===== config.mk =====
export PLATFORM = sky130hd
export DESIGN_NAME = reg_dump_reader_flat
export DESIGN_NICKNAME = d
export VERILOG_FILES = /design/src/rtl/reg_dump_reader_pkg.sv /design/src/rtl/reg_dump_reader_if.sv /design/src/rtl/reg_dump_reader.sv /design/src/flat_wrapper.sv
export SDC_FILE = /design/constraint.sdc
export NUM_CORES = 1
export LEC_CHECK = 0
export CAP_MARGIN = 25
export CELL_PAD_IN_SITES_DETAIL_PLACEMENT = 0
export CELL_PAD_IN_SITES_GLOBAL_PLACEMENT = 1
export CORE_ASPECT_RATIO = 2
export CORE_MARGIN = 3
export CORE_UTILIZATION = 36
export DETAILED_ROUTE_END_ITERATION = 7
export PLACE_DENSITY_LB_ADDON = 0.1
export SYNTH_ARGS = -nofsm -noshare
export SYNTH_HDL_FRONTEND = slang
export SYNTH_SLANG_ARGS = --single-unit

===== constraint.sdc =====
create_clock -name clk -period 6.3 [get_ports clk]
set_clock_uncertainty 0.05 [all_clocks]
set_input_delay 1.89 -clock clk [delete_from_list [all_inputs] [get_ports clk]]
set_output_delay 1.89 -clock clk [all_outputs]
set_load 0.03 [all_outputs]

===== src/rtl/reg_dump_reader_pkg.sv =====
// Shared definitions for the register dump reader and the trace monitor that consumes it.
package reg_dump_reader_pkg;

  localparam logic [1:0] S_IDLE = 2'd0;
  localparam logic [1:0] S_LOAD = 2'd1;
  localparam logic [1:0] S_SEND = 2'd2;

  localparam int NUM_REGS_DEF = 32;
  localparam int ADDR_W_DEF   = 5;
  localparam int DATA_W_DEF   = 32;

endpackage


===== src/rtl/reg_dump_reader_if.sv =====
// Valid/ready stream carrying one {index, value} register pair per transfer.
interface reg_dump_reader_if #(
  parameter int ADDR_W = 5,
  parameter int DATA_W = 32
);

  logic              valid;
  logic              ready;
  logic [ADDR_W-1:0] idx;
  logic [DATA_W-1:0] data;

  modport master (output valid, output idx, output data, input ready);
  modport slave  (input valid, input idx, input data, output ready);

endinterface


===== src/rtl/reg_dump_reader.sv =====
// Walks the register file through a spare combinational read port on a start pulse and
// streams every {index, value} pair out, one pair per cycle when the consumer keeps up.
//
// state  | meaning
// IDLE   | waiting for start; read address parked on rd_ptr
// LOAD   | one cycle: read address = first index, capture first pair
// SEND   | pair presented; read address prefetches out_idx+1 for the next capture
module reg_dump_reader
  import reg_dump_reader_pkg::*;
#(
  parameter int NUM_REGS = NUM_REGS_DEF,
  parameter int ADDR_W   = ADDR_W_DEF,
  parameter int DATA_W   = DATA_W_DEF,
  parameter bit SKIP_X0  = 1'b0
) (
  input  logic               clk,
  input  logic               rst_n,
  input  logic               start_i,
  output logic [ADDR_W-1:0]  rf_raddr_o,
  input  logic [DATA_W-1:0]  rf_rdata_i,
  output logic               rf_hold_o,
  output logic               busy_o,
  output logic               done_o,
  reg_dump_reader_if.master  out_if
);

  localparam logic [ADDR_W-1:0] FIRST = SKIP_X0 ? ADDR_W'(1) : ADDR_W'(0);
  localparam logic [ADDR_W-1:0] LAST  = ADDR_W'(NUM_REGS - 1);

  logic [1:0]        state_q,     state_d;
  logic [ADDR_W-1:0] rd_ptr_q,    rd_ptr_d;
  logic [ADDR_W-1:0] out_idx_q,   out_idx_d;
  logic [DATA_W-1:0] out_data_q,  out_data_d;
  logic              out_valid_q, out_valid_d;
  logic              done_q,      done_d;

  logic handshake;
  assign handshake = out_valid_q && out_if.ready;

  always_comb begin
    state_d     = state_q;
    rd_ptr_d    = rd_ptr_q;
    out_idx_d   = out_idx_q;
    out_data_d  = out_data_q;
    out_valid_d = out_valid_q;
    done_d      = 1'b0;
    rf_raddr_o  = rd_ptr_q;
    case (state_q)
      S_IDLE: begin
        // the done cycle is still IDLE, so a start there must be dropped explicitly
        if (start_i && !done_q) begin
          rd_ptr_d = FIRST;
          state_d  = S_LOAD;
        end
      end
      S_LOAD: begin
        rf_raddr_o  = rd_ptr_q;
        out_data_d  = rf_rdata_i;
        out_idx_d   = rd_ptr_q;
        out_valid_d = 1'b1;
        state_d     = S_SEND;
      end
      S_SEND: begin
        // at the last index this address wraps, but it is never captured
        rf_raddr_o = out_idx_q + ADDR_W'(1);
        if (handshake) begin
          if (out_idx_q == LAST) begin
            out_valid_d = 1'b0;
            done_d      = 1'b1;
            state_d     = S_IDLE;
          end else begin
            out_data_d = rf_rdata_i;
            out_idx_d  = out_idx_q + ADDR_W'(1);
          end
        end
      end
      default: begin
        out_valid_d = 1'b0;
        state_d     = S_IDLE;
      end
    endcase
  end

  always_ff @(posedge clk or negedge rst_n) begin
    if (!rst_n) begin
      state_q     <= S_IDLE;
      rd_ptr_q    <= '0;
      out_idx_q   <= '0;
      out_data_q  <= '0;
      out_valid_q <= 1'b0;
      done_q      <= 1'b0;
    end else begin
      state_q     <= state_d;
      rd_ptr_q    <= rd_ptr_d;
      out_idx_q   <= out_idx_d;
      out_data_q  <= out_data_d;
      out_valid_q <= out_valid_d;
      done_q      <= done_d;
    end
  end

  assign busy_o       = (state_q != S_IDLE);
  assign rf_hold_o    = (state_q != S_IDLE);
  assign done_o       = done_q;
  assign out_if.valid = out_valid_q;
  assign out_if.idx   = out_idx_q;
  assign out_if.data  = out_data_q;

endmodule


===== src/flat_wrapper.sv =====
// flat-port wrapper written by rule: the top's interface ports become plain ports
module reg_dump_reader_flat import reg_dump_reader_pkg::*;
#(
  parameter int NUM_REGS = NUM_REGS_DEF,
  parameter int ADDR_W   = ADDR_W_DEF,
  parameter int DATA_W   = DATA_W_DEF,
  parameter bit SKIP_X0  = 1'b0
)
  (clk, rst_n, start_i, rf_raddr_o, rf_rdata_i, rf_hold_o, busy_o, done_o, out_if_valid, out_if_idx, out_if_data, out_if_ready);
  reg_dump_reader_if #(.ADDR_W(ADDR_W), .DATA_W(DATA_W)) out_if_i ();
  input  logic clk;
  input  logic rst_n;
  input  logic start_i;
  output logic [ADDR_W-1:0] rf_raddr_o;
  input  logic [DATA_W-1:0] rf_rdata_i;
  output logic rf_hold_o;
  output logic busy_o;
  output logic done_o;
  output wire logic [$bits(out_if_i.valid)-1:0] out_if_valid;
  output wire logic [$bits(out_if_i.idx)-1:0] out_if_idx;
  output wire logic [$bits(out_if_i.data)-1:0] out_if_data;
  input wire logic [$bits(out_if_i.ready)-1:0] out_if_ready;
  assign out_if_valid = out_if_i.valid;
  assign out_if_idx = out_if_i.idx;
  assign out_if_data = out_if_i.data;
  assign out_if_i.ready = out_if_ready;
  reg_dump_reader #(.NUM_REGS(NUM_REGS), .ADDR_W(ADDR_W), .DATA_W(DATA_W), .SKIP_X0(SKIP_X0)) u_core (.clk(clk), .rst_n(rst_n), .start_i(start_i), .rf_raddr_o(rf_raddr_o), .rf_rdata_i(rf_rdata_i), .rf_hold_o(rf_hold_o), .busy_o(busy_o), .done_o(done_o), .out_if(out_if_i));
endmodule

Word-level counts from Yosys, hierarchy flattened:

Cells that the tools add are included.

* register bits after elaboration: 41
* input port bits: 36

* $add $sub $neg: 1
* equality and inequality tests: 7
* reduce and logical (&&, ||, !) cells: 9
* bitwise logic cells: 1
* muxes and demuxes: 17

Operators by type and width (count)
* $mux 32: 2
* $pmux 32 s2: 1
* $mux 5: 3
* $pmux 5 s2: 1
* $reduce_and 3->1: 3
* $mux 2: 3
* $ne 2x1->1 const B: 3
* $pmux 2 s3: 1
* $add 5x1->5 const B: 1
* $eq 5x5->1 const B: 1
* $mux 1: 5
* $reduce_bool 2->1: 2
* $pmux 1 s3: 1
* $eq 2x1->1 const B: 1
* $eq 2x2->1 const B: 1
* $logic_and 1x1->1: 2
* $logic_not 2->1: 1
* $ne 2x2->1 const B: 1
* $logic_not 1->1: 1
* $not 1->1: 1

Depth between registers and ports, before layout:

Gate-level depths: netlist of run 1.

* depth after elaboration: 4
* depth in mapped cells: 7
* depth with buffers taken out: 6

Worst setup path after synthesis of run 1:

Ideal clock, no wire load.

* path kind: reg2out
* from: register u_core.out_idx_q[0] (netlist: u_core.out_if.idx[0])
* to: output port rf_raddr_o[4]
* data required time: 4360 ps
* stages on the path, launching flop included: 5
* setup slack: 2807 ps
* arrival time: 1553 ps
* cells stage by stage: dfrtp_1 ha_1 and3_1 ha_1 and2_1

* longest elaborated chain between the ends: 2

Ends and longest elaborated chain
* start: declaration: RTL line reg_dump_reader.sv:32 `logic [ADDR_W-1:0] out_idx_q, out_idx_d;`
* start signal: assignment: RTL line reg_dump_reader.sv:95 `out_idx_q <= out_idx_d;`
* $add 5x1->5: RTL line reg_dump_reader.sv:65 `rf_raddr_o = out_idx_q + ADDR_W'(1);`
* $mux 5: RTL line reg_dump_reader.sv:48 `case (state_q)`
* end: declaration: RTL line flat_wrapper.sv:14 `output logic [ADDR_W-1:0] rf_raddr_o;`

No other way between the ends.

Worst setup path in the final report of run 1:

* from: register u_core.state_q[0]
* to: output port rf_hold_o

* longest elaborated chain between the ends: 1

Ends and longest elaborated chain
* start: declaration: RTL line reg_dump_reader.sv:30 `logic [1:0] state_q, state_d;`
* start signal: assignment: RTL line reg_dump_reader.sv:93 `state_q <= state_d;`
* $reduce_bool 2->1: RTL line reg_dump_reader.sv:103 `assign rf_hold_o = (state_q != S_IDLE);`
* end: declaration: RTL line flat_wrapper.sv:16 `output logic rf_hold_o;`

No other way between the ends.

==> results by group, run 1 <==
Setup path
  • Reg2Reg Depth: 6
  • Crit path required time: 4.36 ns
  • Critical path class: flip-flop to output port
  • Top fanout value on the critical path: 23
  • Max incr delay on CP: 0.67 ns
  • CP arrival: 2.24 ns
  • Crit. End Element: output port
  • Nature of the critical path startpoint: flip-flop
  • Slowest CP cell: clkdlybuf4s50_1
  • Critical path cell sequence: buf_4 -> or2_2 -> clkdlybuf4s50_1

Clock network
  • Total CTS buffers: 5
  • Later-pin clock latency in the skew report: 0.28 ns
  • Number of H-tree levels: 2
  • CTS tree: done
  • Post-CTS setup buffer count: 0
  • Post_cts resized: 0
  • Clock Path Buffers: 2
  • CTS clk-pin slew, worst paths: 0.06 ns
  • CTS root buffer: clkbuf_16
  • CTS Sinks: 41
  • CTS hold repair buffers: 0

Finish
  • Finished Layout Cells: 330
  • Layout Area Growth over Synthesis: 40.1%
  • N_diodes: 0
  • Layout cells sized above 1: 0.0669
  • Cell area after layout: 0.00312 mm²
  • Fin util: 0.532
  • Final #Nets: 307

Place
  • GPL Wtd Cong: 0.700
  • Cells after DPL: 322
  • Pre-CTS setup slack: 2.38 ns
  • Port Buf Inserts: 81
  • Final HPWL DP: 3.97 mm
  • Cell area after placement: 0.00298 mm²

Yosys
  • Avg Inst Size Synth: 11.5 µm²
  • Area leader, netlist: dfrtp_1
  • Synth top area share: 0.461
  • Synth Net Count: 233
  • Count leader, synth: dfrtp_1
  • Synthesized instance count: 194
  • EDFF count, synth: 0
  • Synth Cell Area: 0.00222 mm²
  • Unique masters post-synth: 31
  • Synth warnings: 0
  • Register bit total from synthesis: 41
  • Synth async-reset ratio: 1.00
  • Commonest cells post-synth: dfrtp_1 (41), nor2_1 (37), mux2i_1 (34)
  • Area contributors post-synth: dfrtp_1 (46%), mux2i_1 (15%), a221o_1 (13%)
  • Seq/Total Area, Yosys: 0.461
  • Ys flop type: dfrtp_1

Floorplanning
  • Core region area: 0.00586 mm²
  • Die Y-Extent: 117 µm
  • Standard-cell rows: 39
  • Initial Utilization: 0.380
  • Number of I/O pins: 82
  • Die ar.: 0.00722 mm²
  • Die Wd: 61.6 µm

STA
  • Final Max Slew Viols: 0
  • # setup viols final: 0
  • Final period util: 0.664
  • Setup ws final: 2.12 ns
  • RSZ-0062 raised after global routing: no
  • Fin. Hold Viols: 0
  • Fin Hold WS: 0.394 ns
  • Fmax: 239 MHz
  • Worst-margin pin slew: 0.915 ns
  • Relative slew slack: 0.390
  • Setup TNS: 0 ns
  • Minimum clock period: 4.18 ns

Power
  • P per Cell Area: 556 mW/mm²
  • Switching power share of the total: 0.438
  • Combinational power share: 0.572
  • Internal: 974 µW
  • Sw power: 759 µW
  • Leak pwr: 1.32 nW
  • Peak VDD IR: 234 µV
  • Tot Pwr: 1.73 mW
  • Clk network pwr share: 0.141
  • Flop pwr share: 0.286

Route
  • Detailed Route Iter0 Violations: 124
  • Remaining antenna violation count: 0
  • Routed WL per cell: 18.0 µm
  • DRC viols: 0
  • DR vias/cell: 5.59
  • DR vias: 1,845
  • Initial DRT Pass Iterations: 4
  • DRT Wirelength: 5.93 mm

Global route
  • First-pass GRT wire length: 9.29 mm
  • Largest net degree at the start of global routing: 42
  • GRT Total Usage: 0.171
  • Grt ovf: 0
  • Number of global-route vias before repair: 1,791
  • Initial antenna violation count: 0

Status
  • Outcome: completed

Hold path
  • Hold depth: 1
  • HP Class: flip-flop to flip-flop

Run
  • # Max-Cap Violations: 0
## power by group through the flow
| stage | combinational (mW) | clock (mW) | sequential (mW) |
|---|---|---|---|
| 2_1_floorplan | 0.489 | 0 | 0.682 |
| 3_3_place_gp | 0.989 | 0 | 0.497 |
| 3_5_place_dp | 0.999 | 0 | 0.501 |
| 4_1_cts | 1.00 | 0.249 | 0.498 |
| 5_1_grt | 1.07 | 0.264 | 0.516 |
| 6_report | 0.992 | 0.245 | 0.496 |
## cell type report
class / instances / area (µm²)
clock buffers: 6 / 129
repair buffers: 83 / 821
well taps: 61 / 76.3
clock inverters: 2 / 10.0
flip-flops and latches: 41 / 1030
multi-input cells: 137 / 1050
fillers: 564 / 2740
## per-layer routing
layer | GRT usage | part of all wire | wire length (µm) | vias to the layer above
li1 | - | - | - | 875
met1 | 0.230 | 0.43 | 2570 | 913
met2 | 0.275 | 0.52 | 3070 | 54
met3 | 0.0318 | 0.045 | 268 | 3
met4 | 0.0510 | 0.0044 | 26 | 0
met5 | 0 | 0 | 0 | -
## registers in the layout, summed over array words and instances, names as in the netlist
| signal | cells |
|---|---|
| u_core.done_o | 1 |
| u_core.out_if.data | 32 |
| u_core.out_if.idx | 5 |
| u_core.out_if.valid | 1 |
| u_core.state_q | 2 |
## cells by family after synthesis
kind of cell	synth area share
and+or+nand+nor	0.126
DFF	0.461
AOI/OAI and AO/OA	0.170
muxes	0.153
buffers and inverters	0.0652
adders and majority gates	0.0169
xor gates and xnor gates	0.00788
## worst max-delay path, delay by kind of cell (launching register included)
family                 cells  cell delay [ns]
flip-flops                 1             0.63
buffers and inverters      2             1.13
AND/OR/NAND/NOR            1             0.20
## cells in the final DEF, fill, tap and decap left out
| cell | n |
|---|---|
| or2_2 | 1 |
| mux2i_1 | 34 |
| and3_1 | 2 |
| dfrtp_1 | 40 |
| o21ai_0 | 2 |
| clkdlybuf4s50_1 | 80 |
| buf_4 | 2 |
| nand3_1 | 4 |
| nand2_1 | 6 |
| clkbuf_16 | 5 |
| nand2b_1 | 2 |
| ha_1 | 3 |
| o21a_4 | 1 |
| nand3b_4 | 1 |
| a221o_2 | 2 |
| xor2_1 | 1 |
| a221o_1 | 30 |
| nor3b_1 | 1 |
| clkinv_2 | 2 |
| clkbuf_1 | 1 |
| and2_1 | 2 |
| buf_2 | 1 |
| a21oi_1 | 1 |
| dfrtp_2 | 1 |
| o41ai_1 | 1 |
| and3b_2 | 1 |
| o311ai_0 | 1 |
| xnor2_1 | 1 |
| nor2_1 | 37 |
| nor2_4 | 1 |
| a21o_1 | 1 |
| nor2b_1 | 1 |
## path summary, 6_finish.rpt
check                                      from  slack (ns)                     to
setup / recovery              u_core.state_q[0]        2.12              rf_hold_o
hold / removal                    u_core.done_o        0.39      u_core.state_q[0]
setup reg to reg           u_core.out_if.idx[0]        3.94   u_core.out_if.idx[1]
hold reg to reg                   u_core.done_o        0.39      u_core.state_q[0]
max in group asynchronous                 rst_n        3.87      u_core.state_q[0]
min in group asynchronous                 rst_n        1.69  u_core.out_if.data[7]
Power figures use the tool's default switching activity.
==> inputs of run 2 (changes only) <==
--- a/config.mk
+++ b/config.mk
@@ -10,7 +10,7 @@
 export CELL_PAD_IN_SITES_GLOBAL_PLACEMENT = 1
 export CORE_ASPECT_RATIO = 2
 export CORE_MARGIN = 3
-export CORE_UTILIZATION = 36
+export CORE_UTILIZATION = 34
 export DETAILED_ROUTE_END_ITERATION = 7
 export PLACE_DENSITY_LB_ADDON = 0.1
 export SYNTH_ARGS = -nofsm -noshare
==> constraint.sdc (replaced) <==
create_clock -name clk -period 4.26 [get_ports clk]
set_clock_uncertainty 0.05 [all_clocks]
set_input_delay 1.278 -clock clk [delete_from_list [all_inputs] [get_ports clk]]
set_output_delay 1.278 -clock clk [all_outputs]
set_load 0.03 [all_outputs]
==> run 2 against run 1 <==
Net effect: critical path depth up 2; first-iteration DRC count down 35%; clock power is 56% higher; cell count rose by 8.2%; global-route usage fell by 0.79 points; worst setup slack lost 1.4 ns; non-clock buffer count grew 2; utilization down 2.8 points; via count is 1.2% higher; combinational power grew 46%; sequential share of layout area is 0.69 points lower; critical path type unchanged; largest power group unchanged; highest routed layer unchanged.
==> results by group, run 2 (synthesized netlist as in run 1, its figures left out) <==
Status
  • Outcome: completed (unchanged)

Finish
  • Layout Area Growth over Synthesis: 43.1% (was 40.1%)
  • FF+latch area: 0.00103 mm² (unchanged)
  • Multi-input gate area: 0.00105 mm² (unchanged)
  • N_diodes: 0 (unchanged)
  • Fin util: 0.504 (was 0.532)
  • Final #Nets: 309 (was 307)
  • Finished Layout Cells: 357 (was 330)
  • Cell area after layout: 0.00318 mm² (was 0.00312 mm²)
  • Most frequent cells in the layout: clkdlybuf4s50_1 (80), dfrtp_1 (40), nor2_1 (37), mux2i_1 (34), a221o_1 (30) (unchanged)
  • Max reg flops: 32 (unchanged)
  • Most common cell after layout, fill and taps aside: clkdlybuf4s50_1 (unchanged)
  • Layout cells sized above 1: 0.0701 (was 0.0669)
  • Number of fill cells: 592 (was 564)

STA
  • Fmax: 280 MHz
  • Fin Hold WS: 0.377 ns (was 0.394 ns)
  • Minimum clock period: 3.58 ns
  • Relative slew slack: 0.388 (was 0.390)
  • Setup ws final: 0.684 ns (was 2.12 ns)
  • Fin. Hold Viols: 0 (unchanged)
  • Setup TNS: 0 ns (unchanged)
  • # setup viols final: 0 (unchanged)
  • Final Max Slew Viols: 0 (unchanged)
  • Worst-margin pin slew: 0.917 ns (was 0.915 ns)
  • Final period util: 0.839
  • RSZ-0062 raised after global routing: no (unchanged)

Power
  • Flop pwr share: 0.292 (was 0.286)
  • Clk network pwr share: 0.148 (was 0.141)
  • Peak VDD IR: 355 µV (was 234 µV)
  • P per Cell Area: 814 mW/mm² (was 556 mW/mm²)
  • Combinational power share: 0.561 (was 0.572)
  • Leak pwr: 1.34 nW (was 1.32 nW)
  • Switching power share of the total: 0.434 (was 0.438)
  • Internal: 1.47 mW (was 974 µW)
  • Sw power: 1.12 mW (was 759 µW)
  • Tot Pwr: 2.59 mW (was 1.73 mW)

Setup path
  • Most frequent cell on the critical path: ha_1
  • Crit path required time: 2.93 ns (was 4.36 ns)
  • Buf/Inv on CP: 1 (was 2)
  • Max incr delay on CP: 0.67 ns (about the same)
  • CP arrival: 2.25 ns (was 2.24 ns)
  • CP delay by family, top: buffers and inverters (unchanged)
  • Critical path cell sequence: ha_1 -> and3_1 -> ha_1 -> and2_1 -> clkdlybuf4s50_1 (was buf_4 -> or2_2 -> clkdlybuf4s50_1)
  • Top fanout value on the critical path: 6 (was 23)
  • Crit. End Element: output port (unchanged)
  • Slowest CP cell: clkdlybuf4s50_1 (unchanged)
  • Critical path class: flip-flop to output port (unchanged)
  • Nature of the critical path startpoint: flip-flop (unchanged)

Global route
  • Grt ovf: 0 (unchanged)
  • Initial antenna violation count: 0 (unchanged)
  • Largest net degree at the start of global routing: 42 (unchanged)
  • First-pass GRT wire length: 9.65 mm (was 9.29 mm)
  • Number of global-route vias before repair: 1,848 (was 1,791)
  • GRT Total Usage: 0.163 (was 0.171)

Route
  • Remaining antenna violation count: 0 (unchanged)
  • DRT Wirelength: 6.10 mm (was 5.93 mm)
  • Routed WL per cell: 17.1 µm (was 18.0 µm)
  • Initial DRT Pass Iterations: 4 (unchanged)
  • Detailed Route Iter0 Violations: 80 (was 124)
  • DRC viols: 0 (unchanged)
  • DR vias: 1,867 (was 1,845)
  • DR vias/cell: 5.23 (was 5.59)

Floorplanning
  • Die Wd: 63.2 µm (was 61.6 µm)
  • Die ar.: 0.00761 mm² (was 0.00722 mm²)
  • Core region area: 0.00631 mm² (was 0.00586 mm²)
  • Standard-cell rows: 41 (was 39)
  • Initial Utilization: 0.353 (was 0.380)
  • Die Y-Extent: 120 µm (was 117 µm)
  • Number of I/O pins: 82 (unchanged)

Place
  • Cells after DPL: 348 (was 322)
  • Final HPWL DP: 3.98 mm (was 3.97 mm)
  • GPL Wtd Cong: 0.692 (was 0.700)
  • Pre-CTS setup slack: 0.973 ns (was 2.38 ns)
  • Cell area after placement: 0.00302 mm² (was 0.00298 mm²)
  • Port Buf Inserts: 81 (unchanged)

Clock network
  • CTS clk-pin slew, worst paths: 0.06 ns (about the same)
  • CTS hold repair buffers: 0 (unchanged)
  • Later-pin clock latency in the skew report: 0.28 ns (about the same)
  • Post_cts resized: 0 (unchanged)
  • Post-CTS setup buffer count: 0 (unchanged)
  • Number of H-tree levels: 2 (unchanged)
  • Total CTS buffers: 5 (unchanged)
  • CTS root buffer: clkbuf_16 (unchanged)
  • Clock Path Buffers: 2 (unchanged)
  • CTS Sinks: 41 (unchanged)
  • CTS tree: done (unchanged)

Hold path
  • HP Class: flip-flop to flip-flop (unchanged)

Run
  • # Max-Cap Violations: 0 (unchanged)
[run 2: changes by cell type in the layout (fill, tap and decap cells not counted), sizes merged]
cell    previous run  this run
buf                3         5
clkinv             2         0
clkbuf             6         8
[run 2: area by class of cell]
type / instances / share of cell area
flip-flops and latches: 41 / 0.323
repair buffers: 85 / 0.267
clock buffers: 8 / 0.0460
multi-input cells: 137 / 0.331
well taps: 86 / 0.0338
[run 2: worst paths after layout]
path | cells past startpoint | start | end | slack [ns]
min in group asynchronous | 1 | rst_n | u_core.out_if.idx[1] | 0.83
min | 1 | u_core.done_o | u_core.state_q[0] | 0.38
max | 5 | u_core.out_if.idx[0] | rf_raddr_o[4] | 0.68
min reg2reg | 1 | u_core.done_o | u_core.state_q[0] | 0.38
max in group asynchronous | 2 | rst_n | u_core.out_if.data[23] | 2.86
max reg2reg | 6 | u_core.out_if.idx[0] | u_core.out_if.idx[4] | 1.84
[run 2: metal layers]
layer	global-route usage	part of all wire
met1	0.194	0.43
met2	0.284	0.52
met3	0.0372	0.044
met4	0.0595	0.013
met5	0	0
[run 2: power by group through the flow]
| stage | registers (mW) | clock network [mW] | logic [mW] |
|---|---|---|---|
| after floorplan | 1.01 | 0 | 0.724 |
| after global placement | 0.759 | 0 | 1.45 |
| after detailed placement | 0.762 | 0 | 1.46 |
| after CTS | 0.758 | 0.395 | 1.47 |
| after global routing | 0.788 | 0.412 | 1.55 |
| final | 0.756 | 0.382 | 1.45 |
==> inputs of run 3 (changes only) <==
==> constraint.sdc (replaced) <==
create_clock -name clk -period 3.31 [get_ports clk]
set_clock_uncertainty 0.05 [all_clocks]
set_input_delay 0.993 -clock clk [delete_from_list [all_inputs] [get_ports clk]]
set_output_delay 0.993 -clock clk [all_outputs]
set_load 0.03 [all_outputs]
==> run 3 against run 2 <==
Net effect: combinational power up 32%; cell count unchanged; via count down 0.48%; utilization up 0.50 points; design area up 0.98%; sequential cell count unchanged; sequential power up 21%; global-route usage up 0.43 points.
==> results by group, run 3 (synthesized netlist as in run 1, its figures left out) <==
STA
  • Fin. Hold Viols: 0 (unchanged)
  • Fin Hold WS: 0.375 ns (was 0.377 ns)
  • Setup TNS: 0 ns (unchanged)
  • Final period util: 0.862
  • Minimum clock period: 2.85 ns
  • Fmax: 351 MHz
  • Final Max Slew Viols: 0 (unchanged)
  • # setup viols final: 0 (unchanged)
  • RSZ-0062 raised after global routing: no (unchanged)
  • Relative slew slack: 0.589 (was 0.388)
  • Worst-margin pin slew: 0.617 ns (was 0.917 ns)

Clock network
  • CTS hold repair buffers: 0 (unchanged)
  • Clock Path Buffers: 2 (unchanged)
  • Total CTS buffers: 5 (unchanged)
  • CTS Sinks: 41 (unchanged)
  • Number of H-tree levels: 2 (unchanged)
  • CTS root buffer: clkbuf_16 (unchanged)
  • Post-CTS setup buffer count: 0 (unchanged)
  • Later-pin clock latency in the skew report: 0.29 ns (was 0.28 ns)
  • Post_cts resized: 0 (unchanged)
  • CTS clk-pin slew, worst paths: 0.06 ns (about the same)
  • CTS tree: done (unchanged)

Floorplanning
  • Die ar.: 0.00761 mm² (unchanged)
  • Die Y-Extent: 120 µm (unchanged)
  • Initial Utilization: 0.353 (unchanged)
  • Core region area: 0.00631 mm² (unchanged)
  • Die Wd: 63.2 µm (unchanged)
  • Standard-cell rows: 41 (unchanged)
  • Number of I/O pins: 82 (unchanged)

Finish
  • Number of fill cells: 591 (was 592)
  • Layout Area Growth over Synthesis: 44.5% (was 43.1%)
  • Most common cell after layout, fill and taps aside: clkdlybuf4s50_1 (unchanged)
  • Finished Layout Cells: 357 (unchanged)
  • Max reg flops: 32 (unchanged)
  • Most frequent cells in the layout: clkdlybuf4s50_1 (75), dfrtp_1 (40), nor2_1 (37), mux2i_1 (34), a221o_1 (30) (was clkdlybuf4s50_1 (80), dfrtp_1 (40), nor2_1 (37), mux2i_1 (34), a221o_1 (30))
  • N_diodes: 0 (unchanged)
  • Fin util: 0.509 (was 0.504)
  • Layout cells sized above 1: 0.0959 (was 0.0701)
  • Final #Nets: 309 (unchanged)

Place
  • Final HPWL DP: 3.97 mm (was 3.98 mm)
  • Port Buf Inserts: 81 (unchanged)
  • Cells after DPL: 349 (was 348)
  • GPL Wtd Cong: 0.759 (was 0.692)

Route
  • DRT Wirelength: 5.97 mm (was 6.10 mm)
  • Remaining antenna violation count: 0 (unchanged)
  • DR vias: 1,858 (was 1,867)
  • DR vias/cell: 5.20 (was 5.23)
  • Detailed Route Iter0 Violations: 135 (was 80)
  • DRC viols: 0 (unchanged)
  • Initial DRT Pass Iterations: 4 (unchanged)
  • Routed WL per cell: 16.7 µm (was 17.1 µm)

Hold path
  • HP Class: flip-flop to flip-flop (unchanged)

Power
  • Tot Pwr: 3.47 mW (was 2.59 mW)
  • Peak VDD IR: 521 µV (was 355 µV)
  • Leak pwr: 1.37 nW (was 1.34 nW)
  • P per Cell Area: 1080 mW/mm² (was 814 mW/mm²)

Setup path
  • CP arrival: 1.81 ns (was 2.25 ns)
  • Crit. End Element: output port (unchanged)
  • Crit path required time: 2.27 ns (was 2.93 ns)
  • Critical path class: flip-flop to output port (unchanged)
  • Nature of the critical path startpoint: flip-flop (unchanged)
  • Top fanout value on the critical path: 6 (unchanged)

Run
  • # Max-Cap Violations: 0 (unchanged)

Global route
  • Number of global-route vias before repair: 1,837 (was 1,848)
  • First-pass GRT wire length: 9.89 mm (was 9.65 mm)
  • Initial antenna violation count: 0 (unchanged)
  • Grt ovf: 0 (unchanged)
  • Largest net degree at the start of global routing: 38 (was 42)
  • GRT Total Usage: 0.168 (was 0.163)

Status
  • Outcome: completed (unchanged)
==> run 3: area by class of cell <==
type                            count  area (µm²)  share of cell area
Multi-Input combinational cell    137        1050               0.328
Sequential cell                    41        1030               0.320
Clock buffer                        5         125              0.0389
Timing Repair Buffer               85         836               0.260
Clock inverter                      3        65.1              0.0202
Tap cell                           86         108              0.0335
==> run 3: report_power, final <==
| part | internal [mW] | switching, mW | leakage (nW) |
|---|---|---|---|
| sequential | 0.728 | 0.189 | 0.515 |
| combinational | 0.855 | 1.06 | 0.759 |
| clock | 0.431 | 0.207 | 0.0938 |
| total | 2.01 | 1.45 | 1.37 |
==> run 3: metrics by stage <==
| step | instance area [µm²] | setup WS (ns) |
|---|---|---|
| CTS | 3210 | 0.437 |
| global placement | 3020 | 0.683 |
| finish | 3210 | 0.457 |
| detailed placement | 3020 | 0.667 |
| global route | 3210 | 0.373 |
| floorplan | 2220 | 0.714 |
==> run 3: worst paths after layout <==
kind | startpoint | endpoint | slack, ns | cells after the start
setup / recovery | u_core.out_if.idx[0] | rf_raddr_o[4] | 0.46 | 5
hold / removal | u_core.done_o | u_core.state_q[0] | 0.37 | 1
setup reg to reg | u_core.out_if.idx[0] | u_core.out_if.data[1] | 1.07 | 6
hold reg to reg | u_core.done_o | u_core.state_q[0] | 0.37 | 1
max in group asynchronous | rst_n | u_core.out_if.data[27] | 1.93 | 2
min in group asynchronous | rst_n | u_core.out_if.data[8] | 0.59 | 1
==> run 3: layer usage <==
metal  vias to the layer above  track usage  part of all wire
met5                         -            0                 0
met4                         0       0.0717             0.019
met3                         7       0.0558             0.062
met2                        76        0.272              0.50
met1                       895        0.201              0.42
li1                        880            -                 -
==> run 3: critical path: stages (launching register included) <==
cell	delay [ns]
dfrtp_1	0.45
ha_1	0.26
and3_1	0.22
ha_1	0.28
and2_1	0.14
buf_4	0.16
